===== config.mk =====
export PLATFORM = sky130hd
export DESIGN_NAME = rx_uart
export DESIGN_NICKNAME = d
export VERILOG_FILES = /design/src/rtl/uart_pkg.sv /design/src/rtl/sync_2ff.sv /design/src/rtl/rx_uart.sv
export SDC_FILE = /design/constraint.sdc
export NUM_CORES = 1
export LEC_CHECK = 0
export CAP_MARGIN = 10
export CORE_UTILIZATION = 39
export DETAILED_ROUTE_END_ITERATION = 12
export PLACE_DENSITY = 0.55
export SLEW_MARGIN = 20
export SYNTH_ARGS = -nofsm -noshare
export SYNTH_HDL_FRONTEND = slang
export SYNTH_SLANG_ARGS = --single-unit

===== constraint.sdc =====
create_clock -name ck -period 1.7 [get_ports ck]
set_input_delay 0.17 -clock ck [delete_from_list [all_inputs] [get_ports ck]]
set_output_delay 0.17 -clock ck [all_outputs]
set_load 0.03 [all_outputs]

===== src/rtl/uart_pkg.sv =====
// rtl/uart_pkg.sv - shared UART constants and receiver state encoding
package uart_pkg;

    localparam int UART_CLKS_PER_BIT = 434;
    localparam int UART_DATA_BITS    = 8;

    typedef enum logic [2:0] {
        IDLE,
        START,
        DATA,
        STOP,
        BRK
    } rx_state_t;

endpackage


===== src/rtl/sync_2ff.sv =====
// rtl/sync_2ff.sv - two-flop synchronizer for an asynchronous level input, resets high
module sync_2ff (
    input  logic ck,
    input  logic rst,
    input  logic a,
    output logic y
);

    logic q1;

    always_ff @(posedge ck) begin
        if (rst) begin
            q1 <= 1'b1;
            y  <= 1'b1;
        end else begin
            q1 <= a;
            y  <= q1;
        end
    end

endmodule


===== src/rtl/rx_uart.sv =====
// rtl/rx_uart.sv - 8N1 UART receiver with mid-bit sampling, framing error and break handling
module rx_uart
    import uart_pkg::*;
#(
    parameter int CLKS_PER_BIT = UART_CLKS_PER_BIT,
    parameter int DATA_BITS    = UART_DATA_BITS
) (
    input  logic                 ck,
    input  logic                 rst,
    input  logic                 en,
    input  logic                 rx,
    output logic [DATA_BITS-1:0] d,
    output logic                 dv,
    output logic                 fe,
    output logic                 busy
);

    localparam int CW = $clog2(CLKS_PER_BIT);
    localparam int IW = (DATA_BITS > 1) ? $clog2(DATA_BITS) : 1;
    localparam logic [CW-1:0] CNT_MID  = CW'(CLKS_PER_BIT / 2 - 1);
    localparam logic [CW-1:0] CNT_END  = CW'(CLKS_PER_BIT - 1);
    localparam logic [IW-1:0] IDX_LAST = IW'(DATA_BITS - 1);

    rx_state_t            state, state_n;
    logic [CW-1:0]        cnt;
    logic [IW-1:0]        idx;
    logic [DATA_BITS-1:0] shift;
    logic                 rxs;
    logic                 dv_n, fe_n, bit_tick;

    sync_2ff u_sync_rx (
        .ck (ck),
        .rst(rst),
        .a  (rx),
        .y  (rxs)
    );

    assign busy = (state != IDLE);

    always_comb begin
        state_n  = state;
        dv_n     = 1'b0;
        fe_n     = 1'b0;
        bit_tick = 1'b0;
        case (state)
            IDLE:  if (en && !rxs) state_n = START;
            START: if (cnt == CNT_MID) state_n = rxs ? IDLE : DATA;
            DATA: begin
                if (cnt == CNT_END) begin
                    bit_tick = 1'b1;
                    if (idx == IDX_LAST) state_n = STOP;
                end
            end
            STOP: begin
                if (cnt == CNT_END) begin
                    if (rxs) begin
                        state_n = IDLE;
                        dv_n    = 1'b1;
                    end else begin
                        state_n = BRK;
                        fe_n    = 1'b1;
                    end
                end
            end
            BRK:     if (rxs) state_n = IDLE;
            default: state_n = IDLE;
        endcase
        // Disable wins over everything: the frame in flight is dropped silently.
        if (!en) begin
            state_n  = IDLE;
            dv_n     = 1'b0;
            fe_n     = 1'b0;
            bit_tick = 1'b0;
        end
    end

    always_ff @(posedge ck) begin
        if (rst) begin
            state <= IDLE;
            cnt   <= '0;
            idx   <= '0;
            shift <= '0;
            d     <= '0;
            dv    <= 1'b0;
            fe    <= 1'b0;
        end else begin
            state <= state_n;
            dv    <= dv_n;
            fe    <= fe_n;
            if (state_n != state || state == IDLE || cnt == CNT_END)
                cnt <= '0;
            else
                cnt <= cnt + 1'b1;
            if (state_n != state || !en)
                idx <= '0;
            else if (bit_tick)
                idx <= idx + 1'b1;
            if (bit_tick)
                shift[idx] <= rxs;
            if (dv_n)
                d <= shift;
        end
    end

endmodule


==> metrics.sh, run 1 <==
GRT_FIRST_PASS_WIRELENGTH_UM=7090
CTS.HOLD.BUFFERS_ADDED=0
FINAL_CORE_OCC_PCT=55.2
SYNTH_XOR_XNOR_AREA_SHARE_PCT=1.34
CTS.PATH.MAX_BUFFERS=2
DIE_AREA_UM2=5320
SINK_COUNT=35
CRITPATHLAUNCH='cnt[0]$_SDFF_PP0_'
PERIOD_MINUS_SLACK_NS=1.73
FINISH.INSTANCE_AREA_UM2=2640
SYNTH-COMPOUND-AREA-SHARE_PCT=9.88
CRIT_PATH_END='cnt[1]$_SDFF_PP0_'
FILLERINSTANCES=442
CRITPATHARRIVALTIME_NS=1.88
FAILED_CHECKS='negative setup slack'
VIAS_PER_CELL=5.21
YOSYSMOSTFREQUENTCELL='sky130_fd_sc_hd__dfxtp_1'
SETUP_VIOLATIONS=12
CTS.ROOT.BUFFER_CELL='sky130_fd_sc_hd__clkbuf_8'
COMBINATIONALPOWERSHARE_PCT=4.3
CRITICAL_PATH_CLASS='reg2reg'
CTS_MADE_BUFFERS=5
MAXCLOCKFREQUENCY_MHz=578
MULTI_INPUT_AREA_UM2=1230
INITIAL_ANTENNA_VIOLATION_COUNT=0
POWER.DENSITY_CELL_AREA_nW_PER_UM2=624
MOST_FREQUENT_CELLS_AFTER_SYNTHESIS='sky130_fd_sc_hd__dfxtp_1 (35), sky130_fd_sc_hd__mux2i_1 (19), sky130_fd_sc_hd__nor2_1 (13), sky130_fd_sc_hd__nor4_2 (11), sky130_fd_sc_hd__nand2b_1 (10)'
PORTBUFFERS=14
FIRST_PASS_ITERS=4
SYNTHTOPCELLSBYAREA='sky130_fd_sc_hd__dfxtp_1 (36%), sky130_fd_sc_hd__mux2i_1 (9.7%), sky130_fd_sc_hd__nor4_2 (7.0%)'
SYNTHARSTFLOPSHARE_PCT=0
SW_FRAC_OF_TOTAL_PCT=21.7
YOSYS_MOST_USED_DFF='sky130_fd_sc_hd__dfxtp_1'
LAYOUT_AREA_OVERHEAD_PCT=34.5
FINAL_MAX_SLEW_VIOL_COUNT=0
CORE_AREA_UM2=4790
CTS_HTREE_LEVELS=2
DIE_HEIGHT_UM=73.0
YS_FF_LATCH=35
REG2REG_PATH_DEPTH=8
SYNTH_WARNINGS=0
SLEW_HEADROOM_PCT=70.5
NUMPLACEDINSTANCES=298
PRE_CTS_SLACK_NS=-0.240
WORST_R2R_STARTPOINT='cnt[0]$_SDFF_PP0_'
INTERNAL_POWER_mW=1.29
GP_ROUTABILITY_CONGESTION=0.783
FP.DIEW_UM=73.0
MUXSHAREOFSYNTHAREA_PCT=9.69
DPL-INSTANCE-AREA_UM2=2360
SWITCHING_POWER_mW=0.358
WORST-PATH-MAX-FANOUT=5
SYNTH.LIB_CELLS_USED.DISTINCT=51
WORST_CLOCK_SKEW_NS=0.00547
SYNTHSIMPLEGATEAREAFRAC_PCT=33.8
ANTENNA_CELLS_INSERTED=0
POST-ROUTE-PERIOD-UTIL_PCT=102
WORST_SLEW_PIN_TRAN_NS=0.440
SYN_AREA_UM2=1960
DETAILROUTE.VIA_COUNT=1621
FINAL_HOLD_VIOL_COUNT=0
AVGROUTEDWIREPERCELL_UM=14.2
MAXIMUM_VDD_DROP_mV=0.346
POST_LAYOUT_NONFILLER_INSTANCES=311
SYN-MEAN-INSTANCE-AREA_UM2=9.91
WORST_HOLD_PATH.NUM_CELLS=1
DETAIL_ROUTE.WIRELENGTH_UM=4430
HOLDWS_NS=0.411
WORST_EP_REQUIRED_TIME_NS=1.86
HOLD_CLASS='reg2reg'
STATIC-LEAKAGE-POWER_nW=1.04
SYNTH-ADDER-AREA-SHARE_PCT=3.19
SHARE_OF_LAYOUT_CELLS_ABOVE_DRIVE_STRENGTH_1_PCT=36.9
DRT_DRC_VIOLATIONS_LEFT=0
SYNTH_FP_NETS=207
TIMING.CRITICAL_PATH.FROM_TYPE='flip-flop'
GRT_OVERFLOW=0
CLOCKPOWERSHARE_PCT=45.6
INITIAL_UTILIZATION_PCT=41.0
REGAREA_UM2=704
STATUS='finished with violations'
R2R_SLACK_NS=-0.03
IO_PINS=15
GLOBAL_ROUTE.USAGE.TOTAL_PCT=17.8
GRT_SETUP_UNREPAIRED='true'
SYNTH_TOP_FAMILY_BY_AREA='simple AND/OR/NAND/NOR gates'
CLKLATENCYLATEPIN_NS=0.29
DRT_FIRST_ITER_VIOLATIONS=79
YOSYSTOPAREACELL='sky130_fd_sc_hd__dfxtp_1'
POST_SYNTH_TOP_AREA_SHARE_PCT=35.7
SEQ_POWER_SHARE_PCT=50.1
POST_ROUTE_WORST_SETUP_SLACK_NS=-0.0287
POWER_mW=1.65
SETUP-TNS-FINAL_NS=-0.177
NUMBER_OF_GLOBAL_ROUTE_VIAS_BEFORE_REPAIR=1580
HPWL_UM=3160
WORST_SETUP_HOLD_PATH_CLK_SLEW_NS=0.07
FP-ROW-COUNT=25
FINAL_NET_COUNT=252
WORSTSETUPENDPOINTTYPE='flip-flop'
DRTANTENNAVIOLNETS=0
GRT_START_MAX_NET_PINS=17
CTS_TREE='done'
NUMBER_OF_INSTANCES_IN_THE_SYNTHESIZED_NETLIST=198
CAP_VIOLATIONS=0
SYNTH_ENABLE_FLOP_CELLS=0
RR_ENDPOINT='cnt[1]$_SDFF_PP0_'
SYNTH.YOSYS.SEQ_AREA_SHARE_PCT=35.7
==> registers in the layout, summed over array words and instances, names as in the netlist <==
signal	count
state	3
dv	1
u_sync_rx.y	1
idx	3
cnt	9
shift	8
d	8
fe	1
u_sync_rx.q1	1
==> critical path, cell delays in order (launching register included) <==
cell	delay (ns)
sky130_fd_sc_hd__dfxtp_2	0.33
sky130_fd_sc_hd__buf_6	0.12
sky130_fd_sc_hd__inv_4	0.05
sky130_fd_sc_hd__ha_4	0.11
sky130_fd_sc_hd__and4bb_2	0.28
sky130_fd_sc_hd__nand3_4	0.10
sky130_fd_sc_hd__a221oi_4	0.36
sky130_fd_sc_hd__buf_6	0.19
sky130_fd_sc_hd__nor4_2	0.05
==> power groups by stage <==
stage / Sequential [mW] / Clock (mW) / Combinational (mW)
after CTS: 0.825 / 0.775 / 0.0689
after global routing: 0.826 / 0.805 / 0.0752
after detailed placement: 0.844 / 0 / 0.0661
final: 0.826 / 0.751 / 0.0701
after global placement: 0.844 / 0 / 0.0644
after floorplan: 0.841 / 0 / 0.0408
==> cell usage in the layout, fill, tap and decap left out, types with 8 or more instances in the layout <==
| master | n |
|---|---|
| sky130_fd_sc_hd__buf_6 | 8 |
| sky130_fd_sc_hd__dfxtp_1 | 32 |
| sky130_fd_sc_hd__nand2b_1 | 10 |
| sky130_fd_sc_hd__clkdlybuf4s50_1 | 13 |
| sky130_fd_sc_hd__mux2i_1 | 19 |
| sky130_fd_sc_hd__nor4_2 | 12 |
| sky130_fd_sc_hd__buf_4 | 31 |
| sky130_fd_sc_hd__nor2_1 | 13 |
| sky130_fd_sc_hd__nand2_1 | 9 |
==> cell families after synthesis <==
logic type / count (synthesis)
AO/OA/AOI/OAI: 21
XOR/XNOR: 3
flip-flops: 35
multiplexers: 19
AND/OR/NAND/NOR: 92
buffers and inverters: 23
adder cells (fa/ha/maj): 5
==> worst min path at each step <==
| stage | startpoint | endpoint |
|---|---|---|
| finish | u_sync_rx.q1$_SDFF_PP1_ | u_sync_rx.y$_SDFF_PP1_ |
| global route | u_sync_rx.q1$_SDFF_PP1_ | u_sync_rx.y$_SDFF_PP1_ |
| CTS | u_sync_rx.q1$_SDFF_PP1_ | u_sync_rx.y$_SDFF_PP1_ |
| detailed placement | u_sync_rx.q1$_SDFF_PP1_ | u_sync_rx.y$_SDFF_PP1_ |
| global placement | u_sync_rx.q1$_SDFF_PP1_ | u_sync_rx.y$_SDFF_PP1_ |
| floorplan | rx | u_sync_rx.q1$_SDFF_PP1_ |
==> metal layers <==
layer	track usage, %	vias up	routed length, um
li1	-	805	-
met1	22.0	773	2070
met2	28.8	31	2100
met3	4.42	12	145
met4	8.93	0	108
met5	0	-	0
==> area by class of cell <==
class	instances	share of cell area, %
tap	67	3.18
multi-input combinational	140	46.5
sequential	35	26.7
inverter	7	1.09
clock buffer	5	2.61
timing repair buffer	54	18.2
clock inverter	3	1.66
==> what timing repair did <==
action	4_1_cts	5_1_grt
endpoints found under the setup margin	34	32
gates resized for setup	19	13
setup buffers	4	1
hold endpoints to repair	0	0
pin swaps	3	4
gates cloned	1	0
Power figures use the tool's default switching activity.
==> run 2, diff against run 1 <==
--- a/config.mk
+++ b/config.mk
@@ -8,7 +8,6 @@
 export CAP_MARGIN = 10
 export CORE_UTILIZATION = 39
 export DETAILED_ROUTE_END_ITERATION = 12
-export PLACE_DENSITY = 0.55
 export SLEW_MARGIN = 20
 export SYNTH_ARGS = -nofsm -noshare
 export SYNTH_HDL_FRONTEND = slang
==> constraint.sdc (replaced) <==
create_clock -name ck -period 1.8 [get_ports ck]
set_input_delay 0.18 -clock ck [delete_from_list [all_inputs] [get_ports ck]]
set_output_delay 0.18 -clock ck [all_outputs]
set_load 0.03 [all_outputs]
==> run 2 against run 1 <==
The run still ends with negative setup slack left. Power down 5.2%. Hold slack improved by 0.0019 ns. Clock skew rose by 0.00095 ns. Critical path depth stayed put. First-iteration DRC count is 35% higher. Global-route usage decreased by 1.3 points. Sequential cell count did not move. Via count decreased by 4.6%. Sequential share of layout area increased by 1.1 points. Combinational power down 16%. Clock power shrank 4.0%. Sequential power is 5.4% lower. Critical path type unchanged. Critical endpoint unchanged. Largest power group unchanged. Highest routed layer unchanged.
==> metrics.sh, run 2 (same netlist as run 1, synthesis figures left out) <==
WORST-PATH-MAX-FANOUT=6  # +1
HOLDWS_NS=0.413  # +0.00192 ns
REG2REG_PATH_DEPTH=8  # unchanged
CTS.HOLD.BUFFERS_ADDED=0  # unchanged
SINK_COUNT=35  # unchanged
DIE_HEIGHT_UM=73.0  # unchanged
STATIC-LEAKAGE-POWER_nW=1.01  # -2.8%
CTS_MADE_BUFFERS=5  # unchanged
STATUS='finished with violations'
FAILED_CHECKS='negative setup slack'
PATH_BUF_INV=3  # unchanged
LAYOUT_AREA_OVERHEAD_PCT=29.6
CRITICAL_PATH_CLASS='reg2reg'
FIRST_PASS_ITERS=4  # unchanged
CTS_TREE='done'
POST_LAYOUT_NONFILLER_INSTANCES=301  # -3.2%
FINISH.INSTANCE_AREA_UM2=2540  # -3.6%
COMBINATIONALPOWERSHARE_PCT=3.8  # -0.5 points
DETAILROUTE.VIA_COUNT=1547  # -4.6%
MAXCLOCKFREQUENCY_MHz=554  # -4.2%
FILLERINSTANCES=463  # +4.8%
IO_PINS=15  # unchanged
WORST_SETUP_HOLD_PATH_CLK_SLEW_NS=0.08  # about the same
HPWL_UM=2720  # -14%
MULTI_INPUT_AREA_UM2=1200  # -2.1%
LAYOUT_TOP_REGISTERS='cnt x9, d x8, shift x8'
DRT_DRC_VIOLATIONS_LEFT=0  # unchanged
DPL-INSTANCE-AREA_UM2=2280  # -3.5%
INITIAL_ANTENNA_VIOLATION_COUNT=0  # unchanged
TIMING.CRITICAL_PATH.FROM_TYPE='flip-flop'
PATH_CELLS='buf_6, inv_4, ha_4, and4bb_2, nand3_4, a221oi_4, clkbuf_16, nor4_2'
BUSIEST_LAYER='met2'
CLKLATENCYLATEPIN_NS=0.29  # about the same
FP-ROW-COUNT=25  # unchanged
NUMBER_OF_GLOBAL_ROUTE_VIAS_BEFORE_REPAIR=1429  # -9.6%
GRT_SETUP_UNREPAIRED='true'
PORTBUFFERS=14  # unchanged
WORST_CLOCK_SKEW_NS=0.00642  # +0.000951 ns
MAX_FLOP_REGISTER='cnt'
ANTENNA_CELLS_INSERTED=0  # unchanged
DIE_AREA_UM2=5320  # unchanged
DRT_FIRST_ITER_VIOLATIONS=107  # +35%
PERIOD_MINUS_SLACK_NS=1.81  # +0.0766 ns
FINAL_HOLD_VIOL_COUNT=0  # unchanged
CTS.ROOT.BUFFER_CELL='sky130_fd_sc_hd__clkbuf_8'
SLEW_HEADROOM_PCT=66.4  # -4.1 points
GRT_START_MAX_NET_PINS=19  # +2
CTS_HTREE_LEVELS=2  # unchanged
POWER_mW=1.56  # -5.2%
MIN_TO='u_sync_rx.y$_SDFF_PP1_'
FINAL_CORE_OCC_PCT=53.2  # -2.0 points
CAP_VIOLATIONS=0  # unchanged
GR-USAGE-MET2_PCT=25.5  # -3.2 points
SWITCHING_POWER_mW=0.348  # -2.8%
R2R_SLACK_NS=-0.005  # +0.02 ns
POST-ROUTE-PERIOD-UTIL_PCT=100  # -1.4 points
FP.DIEW_UM=73.0  # unchanged
INITIAL_UTILIZATION_PCT=41.0  # unchanged
MAXIMUM_VDD_DROP_mV=0.227  # -34%
HOLD_CLASS='reg2reg'
WORST_SLEW_PIN_TRAN_NS=0.502  # +0.0622 ns
CRITPATHARRIVALTIME_NS=1.97  # +0.09 ns
CRITICAL_PATH_MAX_STAGE_DELAY_NS=0.41  # +0.05 ns
GRT_UTIL_MET3_PCT=4.56  # +0.14 points
GP_ROUTABILITY_CONGESTION=0.738  # -5.8%
DETAIL_ROUTE.WIRELENGTH_UM=4040  # -8.7%
GRT_OVERFLOW=0  # unchanged
VIAS_PER_CELL=5.14  # -1.4%
FINAL_MAX_SLEW_VIOL_COUNT=0  # unchanged
CLOCKPOWERSHARE_PCT=46.2  # +0.6 points
SETUP_VIOLATIONS=3  # -9
CORE_AREA_UM2=4790  # unchanged
DRTANTENNAVIOLNETS=0  # unchanged
CTS.PATH.MAX_BUFFERS=2  # unchanged
POST_ROUTE_WORST_SETUP_SLACK_NS=-0.00535  # +0.0234 ns
PRE_CTS_SLACK_NS=-0.164  # +0.0760 ns
SEQ_POWER_SHARE_PCT=50.0  # about the same
REGAREA_UM2=707  # +0.36%
RR_ENDPOINT='cnt[1]$_SDFF_PP0_'
PATH_DELAY_FAMILY='simple AND/OR/NAND/NOR gates'
CRIT_PATH_TOP_DELAY_CELL='sky130_fd_sc_hd__a221oi_4'
FINAL_NET_COUNT=242  # -4.0%
WORST_HOLD_PATH.NUM_CELLS=1  # unchanged
GLOBAL_ROUTE.USAGE.TOTAL_PCT=16.5  # -1.3 points
AVGROUTEDWIREPERCELL_UM=13.4  # -5.7%
INTERNAL_POWER_mW=1.21  # -5.9%
SHARE_OF_LAYOUT_CELLS_ABOVE_DRIVE_STRENGTH_1_PCT=34.6  # -2.3 points
HOLD_START='u_sync_rx.q1$_SDFF_PP1_'
GRT_FIRST_PASS_WIRELENGTH_UM=6690  # -5.7%
WORSTSETUPENDPOINTTYPE='flip-flop'
SW_FRAC_OF_TOTAL_PCT=22.3  # +0.57 points
FLIP_FLOP_COUNT_OF_THE_LARGEST_REGISTER_ALL_COPIES_AND_WORDS_ADDED=9  # unchanged
POWER.DENSITY_CELL_AREA_nW_PER_UM2=614  # -1.6%
NUMPLACEDINSTANCES=287  # -3.7%
WORST_EP_REQUIRED_TIME_NS=1.96  # +0.10 ns
WORST_R2R_STARTPOINT='cnt[0]$_SDFF_PP0_'
SETUP-TNS-FINAL_NS=-0.00699  # +0.170 ns
LAYOUT.CELLS.MOST_COMMON_LIST='sky130_fd_sc_hd__dfxtp_1 (30), sky130_fd_sc_hd__buf_4 (25), sky130_fd_sc_hd__mux2i_1 (19)'
LAYOUT_COMMONEST_CELL='sky130_fd_sc_hd__dfxtp_1'
GRTUSAGEMET1_PCT=22.3  # +0.33 points
## run 2: cell count changes in the layout (fill, tap and decap cells not counted), moves of 2 or more
cell	previous run	this run
sky130_fd_sc_hd__buf_4	31	25
sky130_fd_sc_hd__buf_6	8	3
sky130_fd_sc_hd__dfxtp_1	32	30
sky130_fd_sc_hd__dfxtp_2	3	5
sky130_fd_sc_hd__nor4b_2	0	2
sky130_fd_sc_hd__nor4b_4	2	0
## run 2: timing repair
action / 4_1_cts / 5_1_grt
cloned: 0 / 1
resized for setup: 8 / 17
setup buffers: 0 / 5
endpoints found under the setup margin: 18 / 17
pin swaps: 0 / 2
## run 2: per-layer routing
| layer | routed length (um) | share of wire (%) |
|---|---|---|
| met3 | 107 | 2.6 |
| met2 | 1840 | 46 |
| met1 | 2050 | 51 |
| met5 | 0 | 0 |
| met4 | 42 | 1.0 |
## run 2: how the worst max path moves through the flow
stage                                 start                end  slack [ns]  cells past startpoint
after CTS                 cnt[1]$_SDFF_PP0_  cnt[5]$_SDFF_PP0_        0.02                      8
after global placement    cnt[1]$_SDFF_PP0_  cnt[1]$_SDFF_PP0_       -0.14                      8
after global routing      cnt[0]$_SDFF_PP0_  cnt[2]$_SDFF_PP0_       -0.08                      8
after detailed placement  cnt[1]$_SDFF_PP0_  cnt[6]$_SDFF_PP0_       -0.16                      8
final                     cnt[0]$_SDFF_PP0_  cnt[1]$_SDFF_PP0_      -0.005                      8
after floorplan           cnt[0]$_SDFF_PP0_  cnt[0]$_SDFF_PP0_        0.17                      7
## run 2: layout make-up
cell class / instances / share of cell area, %
multi-input cells: 140 / 47.3
flip-flops and latches: 35 / 27.8
repair buffers: 44 / 16.1
well taps: 67 / 3.30
clock buffers: 5 / 2.71
clock inverters: 3 / 1.72
inverters: 7 / 1.13
## run 2: power by group through the flow
| stage | registers (mW) | logic, mW | clock network, mW |
|---|---|---|---|
| after floorplan | 0.795 | 0.0386 | 0 |
| after global placement | 0.799 | 0.0555 | 0 |
| after detailed placement | 0.798 | 0.0555 | 0 |
| after CTS | 0.780 | 0.0558 | 0.735 |
| after global routing | 0.781 | 0.0636 | 0.763 |
| final | 0.781 | 0.0587 | 0.721 |
